### config.mk
export PLATFORM = sky130hd
export DESIGN_NAME = hazard_ctl
export DESIGN_NICKNAME = d
export VERILOG_FILES = /design/src/rtl/hazard_ctl.sv
export SDC_FILE = /design/constraint.sdc
export NUM_CORES = 1
export LEC_CHECK = 0
export ABC_AREA = 1
export BUFFER_PORTS_ARGS = -buffer_cell sky130_fd_sc_hd__buf_2
export CORE_MARGIN = 1.5
export CORE_UTILIZATION = 40
export CTS_CLUSTER_SIZE = 28
export DETAILED_ROUTE_END_ITERATION = 8
export GPL_ROUTABILITY_DRIVEN = 0
export PLACE_DENSITY_LB_ADDON = 0.2
export SLEW_MARGIN = 10
export SYNTH_ARGS = -nofsm -noshare
export SYNTH_HDL_FRONTEND = slang
export SYNTH_SLANG_ARGS = --single-unit
### constraint.sdc
create_clock -name clk -period 1.1 [get_ports clk]
set_input_delay 0.11 -clock clk [delete_from_list [all_inputs] [get_ports clk]]
set_output_delay 0.11 -clock clk [all_outputs]
set_load 0.01 [all_outputs]
### src/rtl/hazard_ctl.sv
// Hazard controller for the 5-stage MIPS pipeline: load-use stalls, branch flushes, memory-wait freezes.
// Define HAZARD_STATS_EN to build the saturating stall/flush/wait statistics counters.
module hazard_ctl #(
  parameter int LOAD_STALL = 1,
  parameter int STAT_W     = 16
) (
  input  logic              clk,
  input  logic              rst,
  input  logic [4:0]        ifid_rs,
  input  logic [4:0]        ifid_rt,
  input  logic              idex_memread,
  input  logic [4:0]        idex_rt,
  input  logic              exmem_pcsrc,
  input  logic              mem_busy,
  output logic              pc_write,
  output logic              ifid_write,
  output logic              idex_write,
  output logic              exmem_write,
  output logic              idex_bubble,
  output logic              ifid_flush,
  output logic              idex_flush,
  output logic              exmem_flush,
  output logic [1:0]        state,
  output logic [STAT_W-1:0] stall_cycles,
  output logic [STAT_W-1:0] flush_events,
  output logic [STAT_W-1:0] wait_cycles
);

  typedef enum logic [1:0] {
    S_RUN     = 2'b00,
    S_STALL   = 2'b01,
    S_MEMWAIT = 2'b10
  } state_t;

  localparam logic [3:0] STALL_INIT = 4'(LOAD_STALL - 1);
  localparam bit         MULTI_STALL = (LOAD_STALL > 1);

  state_t     r_state, r_ret;
  logic [3:0] r_cnt;

  state_t     w_state_nxt, w_ret_nxt, w_eff;
  logic [3:0] w_cnt_nxt;
  logic       w_lu;
  logic       w_pc_write, w_ifid_write, w_idex_write, w_exmem_write;
  logic       w_idex_bubble, w_ifid_flush, w_idex_flush, w_exmem_flush;

  assign w_lu = idex_memread & (idex_rt != 5'd0) &
                ((idex_rt == ifid_rs) | (idex_rt == ifid_rt));

  // Once memory releases, behave as the state we left, within this same cycle.
  assign w_eff = ((r_state == S_MEMWAIT) && !mem_busy) ? r_ret : r_state;

  // State, return-state and stall-count registers.
  always_ff @(posedge clk) begin
    if (rst) begin
      r_state <= S_RUN;
      r_ret   <= S_RUN;
      r_cnt   <= 4'd0;
    end else begin
      r_state <= w_state_nxt;
      r_ret   <= w_ret_nxt;
      r_cnt   <= w_cnt_nxt;
    end
  end

  // Next-state and Mealy control decode.
  always_comb begin
    w_state_nxt   = r_state;
    w_ret_nxt     = r_ret;
    w_cnt_nxt     = r_cnt;
    w_pc_write    = 1'b1;
    w_ifid_write  = 1'b1;
    w_idex_write  = 1'b1;
    w_exmem_write = 1'b1;
    w_idex_bubble = 1'b0;
    w_ifid_flush  = 1'b0;
    w_idex_flush  = 1'b0;
    w_exmem_flush = 1'b0;
    case (w_eff)
      S_RUN: begin
        if (mem_busy) begin
          w_pc_write    = 1'b0;
          w_ifid_write  = 1'b0;
          w_idex_write  = 1'b0;
          w_exmem_write = 1'b0;
          w_state_nxt   = S_MEMWAIT;
          w_ret_nxt     = S_RUN;
        end else if (exmem_pcsrc) begin
          w_ifid_flush  = 1'b1;
          w_idex_flush  = 1'b1;
          w_exmem_flush = 1'b1;
          w_state_nxt   = S_RUN;
        end else if (w_lu) begin
          w_pc_write    = 1'b0;
          w_ifid_write  = 1'b0;
          w_idex_bubble = 1'b1;
          if (MULTI_STALL) begin
            w_state_nxt = S_STALL;
            w_cnt_nxt   = STALL_INIT;
          end else begin
            w_state_nxt = S_RUN;
          end
        end else begin
          w_state_nxt = S_RUN;
        end
      end
      S_STALL: begin
        if (mem_busy) begin
          // Freeze with the remaining count held for after the wait.
          w_pc_write    = 1'b0;
          w_ifid_write  = 1'b0;
          w_idex_write  = 1'b0;
          w_exmem_write = 1'b0;
          w_state_nxt   = S_MEMWAIT;
          w_ret_nxt     = S_STALL;
        end else if (exmem_pcsrc) begin
          w_ifid_flush  = 1'b1;
          w_idex_flush  = 1'b1;
          w_exmem_flush = 1'b1;
          w_state_nxt   = S_RUN;
          w_cnt_nxt     = 4'd0;
        end else begin
          w_pc_write    = 1'b0;
          w_ifid_write  = 1'b0;
          w_idex_bubble = 1'b1;
          w_cnt_nxt     = r_cnt - 4'd1;
          if (r_cnt <= 4'd1) begin
            w_state_nxt = S_RUN;
          end else begin
            w_state_nxt = S_STALL;
          end
        end
      end
      S_MEMWAIT: begin
        w_pc_write    = 1'b0;
        w_ifid_write  = 1'b0;
        w_idex_write  = 1'b0;
        w_exmem_write = 1'b0;
        w_state_nxt   = S_MEMWAIT;
      end
      default: begin
        w_state_nxt = S_RUN;
        w_ret_nxt   = S_RUN;
        w_cnt_nxt   = 4'd0;
      end
    endcase
  end

  assign pc_write    = w_pc_write;
  assign ifid_write  = w_ifid_write;
  assign idex_write  = w_idex_write;
  assign exmem_write = w_exmem_write;
  assign idex_bubble = w_idex_bubble;
  assign ifid_flush  = w_ifid_flush;
  assign idex_flush  = w_idex_flush;
  assign exmem_flush = w_exmem_flush;
  assign state       = r_state;

`ifdef HAZARD_STATS_EN
  localparam logic [STAT_W-1:0] STAT_MAX = {STAT_W{1'b1}};
  localparam logic [STAT_W-1:0] STAT_ONE = STAT_W'(1);

  logic [STAT_W-1:0] r_stall_cycles, r_flush_events, r_wait_cycles;

  // Saturating hazard statistics.
  always_ff @(posedge clk) begin
    if (rst) begin
      r_stall_cycles <= {STAT_W{1'b0}};
      r_flush_events <= {STAT_W{1'b0}};
      r_wait_cycles  <= {STAT_W{1'b0}};
    end else begin
      if (w_idex_bubble && (r_stall_cycles != STAT_MAX)) begin
        r_stall_cycles <= r_stall_cycles + STAT_ONE;
      end
      if (w_ifid_flush && (r_flush_events != STAT_MAX)) begin
        r_flush_events <= r_flush_events + STAT_ONE;
      end
      if ((r_state == S_MEMWAIT) && (r_wait_cycles != STAT_MAX)) begin
        r_wait_cycles <= r_wait_cycles + STAT_ONE;
      end
    end
  end

  assign stall_cycles = r_stall_cycles;
  assign flush_events = r_flush_events;
  assign wait_cycles  = r_wait_cycles;
`else
  assign stall_cycles = {STAT_W{1'b0}};
  assign flush_events = {STAT_W{1'b0}};
  assign wait_cycles  = {STAT_W{1'b0}};
`endif

endmodule

== Yosys cells after proc, flatten, opt, wreduce, memory -nomap -nowiden ==
Index checks and enable logic that the tools add are counted.
W data, S select, Z words.
Storage, ports and cells
  register bits: 8
  bits of input ports: 20
  output and inout port bits: 58
Cells by class
  add/subtract/negate cells: 1
  mux-type cells: 27
  reductions and logical operators: 8
  magnitude comparators: 1
  bitwise operators: 5
  equal/unequal tests: 8
Operator list (count)
  $mux W1: 14
  $pmux W2 S3: 2
  $eq A5 B5 Y1: 2
  $mux W2: 5
  $mux W4: 2
  $pmux W4 S2: 1
  $ne A2 B2 Y1 const B: 3
  $reduce_bool A5 Y1: 1
  $eq A2 B2 Y1 const B: 2
  $le A4 B1 Y1 const B: 1
  $pmux W1 S2: 2
  $reduce_or A2 Y1: 2
  $sub A4 B1 Y4 const B: 1
  $pmux W1 S3: 1
  $reduce_and A3 Y1: 1
  $and A1 B1 Y1: 2
  $eq A2 B1 Y1 const B: 1
  $logic_not A2 Y1: 1
  $not A1 Y1: 2
  $reduce_and A2 Y1: 1
  $logic_and A1 B1 Y1: 1
  $logic_not A1 Y1: 1
  $or A1 B1 Y1: 1

== Depth between registers and ports, before layout ==
  depth in word-level cells: 7
  depth in mapped cells: 10
  depth with buffers taken out: 9

== Least setup slack after synthesis ==
OpenSTA, ideal clock, no wires.
  kind: reg2out
  start: register r_state[1] (netlist: state[1])
  end: output pc_write
  arrival: 1.088 ns
  stages on the path, launching flop included: 6
  path buffers: 1
  path slack: -0.098 ns
  data required time: 0.990 ns
  path through: dfxtp_1 > nand2_1 > o21ai_2 > a31oi_1 > nand2_1 > buf_4
Between the ends
  longest elaborated chain between the ends: 5
  elaborated cells between the ends (all ways): 7
  those cells by class: eq/ne (3); mux (2); reduce/logical (2)
RTL lines
  from (decl): RTL line 38  | state_t r_state, r_ret;
  from (signal assigned): RTL line 60  | r_state <= w_state_nxt;
  $eq A2 B2 Y1: RTL line 51  | assign w_eff = ((r_state == S_MEMWAIT) && !mem_busy) ? r_ret : r_state;
  $logic_and A1 B1 Y1: RTL line 51
  $mux W2 *: RTL line 51
  $eq A2 B2 Y1 (tied with other cells)
  $pmux W1 S3 *
  to (decl): RTL line 15  | output logic pc_write,
Mark *: on every way between the ends. The rest lies on a longest branch, timed or not.

== Final worst setup path ==
  start: register r_state[1] (netlist: state[1])
  end: output idex_bubble
Between the ends
  longest elaborated chain between the ends: 5
  elaborated cells between the ends (all ways): 6
  those cells by class: eq/ne (2); mux (2); reduce/logical (2)
RTL lines
  $eq A2 B2 Y1: RTL line 51
  $logic_and A1 B1 Y1: RTL line 51
  $mux W2 *: RTL line 51
  $eq A2 B1 Y1 / $logic_not A2 Y1 (equally long branches): RTL line 79  | case (w_eff)
  $pmux W1 S2 *: RTL line 79
  to (decl): RTL line 19  | output logic idex_bubble,
Marked as above.

==> reports/qor.csv <==
stage,metric,value,unit
run_status,status,"complete, but fails checks",
run_status,failing checks,setup timing,
hold_path,Worst Hold Class,primary input to flop,
place,# port buffers,29,
global_route,largest net degree at the start of global routing,8,
cts,H-tree depth,1,
cells_and_area,final core utilization,0.512,
cts,"CTS clk-pin slew, worst paths",0.06,ns
yosys,Netlist cell types,22,
route,post-route ant nets,0,
power,Sw Pwr,286,uW
power,Power Density,602,nW/um2
global_route,GRT Util Overall,0.135,
cts,Max Buffers Root-to-Sink,2,
critical_path,CP Launch Type,flop,
cts,clk sinks,7,
cells_and_area,Final nets,237,
floorplanning,Die X,53.7,um
yosys,"Seq/Total Area, Yosys",0.136,
critical_path,Worst Setup End Kind,output port,
floorplanning,core area,2450,um2
floorplanning,Die Span Y,53.7,um
cts,Post-CTS Hold Buffers,0,
cells_and_area,post-route cell area,1260,um2
route,drt drc,0,
place,DP HPWL,1570,um
floorplanning,Ports,78,
route,Avg WL per Cell,8.24,um
global_route,grt ovf,0,
route,via count,950,
yosys,Cells after Synth,169,
timing,minimum clock period,1.34,ns
yosys,Post-Syn Area,1030,um2
timing,"Hold Violations, Final",0,
timing,fin crit share,1.22,
power,Lkg Pwr,0.000790,uW
cts,CTS buffer count,3,
timing,final worst slack,-0.244,ns
route,violation count after the first detailed-route iteration,19,
timing,Fin Hold WS,0.0789,ns
cells_and_area,area grow syn2layout,22.1,%
timing,setup TNS,-1.61,ns
yosys,Yosys warnings,0,
route,final WL,2010,um
timing,"Slew Viols, Final",0,
cells_and_area,share of layout cells above drive strength 1,0.355,
power,P_int,472,uW
yosys,"Avg Cell Area, Syn",6.09,um2
critical_path,CP arrival,1.23,ns
critical_path,Crit Path Max Fanout,4,
timing,RSZ-0062 raised after global routing,true,
power,sw frac,0.377,
power,Pwr Total,757,uW
power,peak supply drop,0.000429,V
global_route,vias in the first global route,765,
cts,TritonCTS clock tree,done,
job,Max-Cap Viols,0,
critical_path,"Req. time, crit path",0.99,ns
place,Placed Area,1090,um2
route,drt pass-1 iters,4,
timing,Worst Skew,0.00143,ns
floorplanning,die area,2890,um2
timing,fmax,744,MHz
cells_and_area,n_diodes,0,
floorplanning,initial core utilization,0.419,
route,DR vias/cell,3.89,
global_route,first-pass GRT wire length,2860,um
yosys,synthesis-stage register bit count,7,
critical_path,"Worst Path Class, Setup",flop to output port,
floorplanning,Row Count,18,
global_route,antenna violations before repair,0,
timing,endpoints failing setup,13,
cts,clk root buf,clkbuf_4,
power,Clock power frac,0.327,
power,Sequential Power Share,0.336,
power,Logic pwr share,0.336,
cts,clk_lat worst skew,0.25,ns
logic make-up after synthesis:
family	Yosys count	synth area share
AOI/OAI and AO/OA	10	0.0595
xor gates and xnor gates	2	0.0170
adders and majority gates	2	0.0243
buffers and inverters	81	0.485
DFF	7	0.136
other	1	0.00364
and+or+nand+nor	66	0.275
sequential cells by signal, summed over array words and instances, names as in the netlist:
register and cells:
state 2, r_ret 1, r_cnt 4
path summary, 6_finish.rpt:
| path | from | endpoint | slack (ns) | cells past startpoint |
|---|---|---|---|---|
| max | state[1] | idex_bubble | -0.24 | 7 |
| min reg2reg | r_ret[0] | r_ret[0] | 0.50 | 2 |
| min | rst | r_ret[0] | 0.08 | 2 |
| max reg2reg | state[1] | r_cnt[1] | -0.21 | 9 |
layer usage:
layer | GRT usage | part of all wire | vias up
li1 | - | - | 497
met1 | 0.144 | 0.37 | 413
met2 | 0.262 | 0.55 | 40
met3 | 0.0278 | 0.079 | 0
met4 | 0.0385 | 0 | 0
met5 | 0 | 0 | -
worst max-delay path, stage by stage, from the launching register on:
cell	delay, ns
dfxtp_4	0.37
nand2_4	0.06
o21ai_4	0.18
inv_2	0.07
nor2_4	0.09
nand2_2	0.06
nand2_2	0.06
buf_6	0.10
synth_stat cells, drive strengths merged:
master,number,area [um2]
buf,52,390
nor3,4,25.0
a31oi,1,6.26
nand4,1,6.26
a21oi,3,15.0
xnor2,2,17.5
ha,2,25.0
nand3,7,35.0
nand3b,1,7.51
o211ai,1,7.51
nand2,38,148
dfxtp,7,140
o21ai,5,32.5
conb,1,3.75
inv,29,109
nor2,15,61.3
power groups by stage:
| stage | registers (uW) | clock network, uW | logic, uW |
|---|---|---|---|
| 5_1_grt | 255 | 271 | 293 |
| 4_1_cts | 258 | 250 | 243 |
| 3_3_place_gp | 263 | 0 | 231 |
| 2_1_floorplan | 264 | 0 | 289 |
| 6_report | 255 | 248 | 255 |
| 3_5_place_dp | 263 | 0 | 233 |
repair_timing:
| item | 4_1_cts | 5_1_grt |
|---|---|---|
| pin swaps | 8 | 2 |
| endpoints found under the setup margin | 12 | 13 |
| resized for setup | 15 | 14 |
| buffers inserted | 4 | 3 |
metrics by stage:
stage,std cells,setup WS (ns)
detailed placement,234,-0.0637
global route,244,-0.309
CTS,241,-0.248
global placement,234,-0.0376
finish,244,-0.244
floorplan,216,-0.0580
placed cells by master, fill, tap and decap left out, drive strengths merged, types with 2 or more instances in the layout:
cell type   n
nand3       7
xnor2       2
o21ai       5
nor2       15
inv        29
nor3        4
buf        46
nand2      38
clkbuf      4
ha          2
conb       48
dfxtp       7
a21oi       3
area by class of cell:
cell class | count | area, um2
tap | 30 | 37.5
inverter | 29 | 109
timing repair buffer | 46 | 292
fill | 273 | 1200
clock buffer | 4 | 26.3
multi-input combinational | 128 | 642
sequential | 7 | 151
Note: power is estimated with default switching activity, not from simulation.
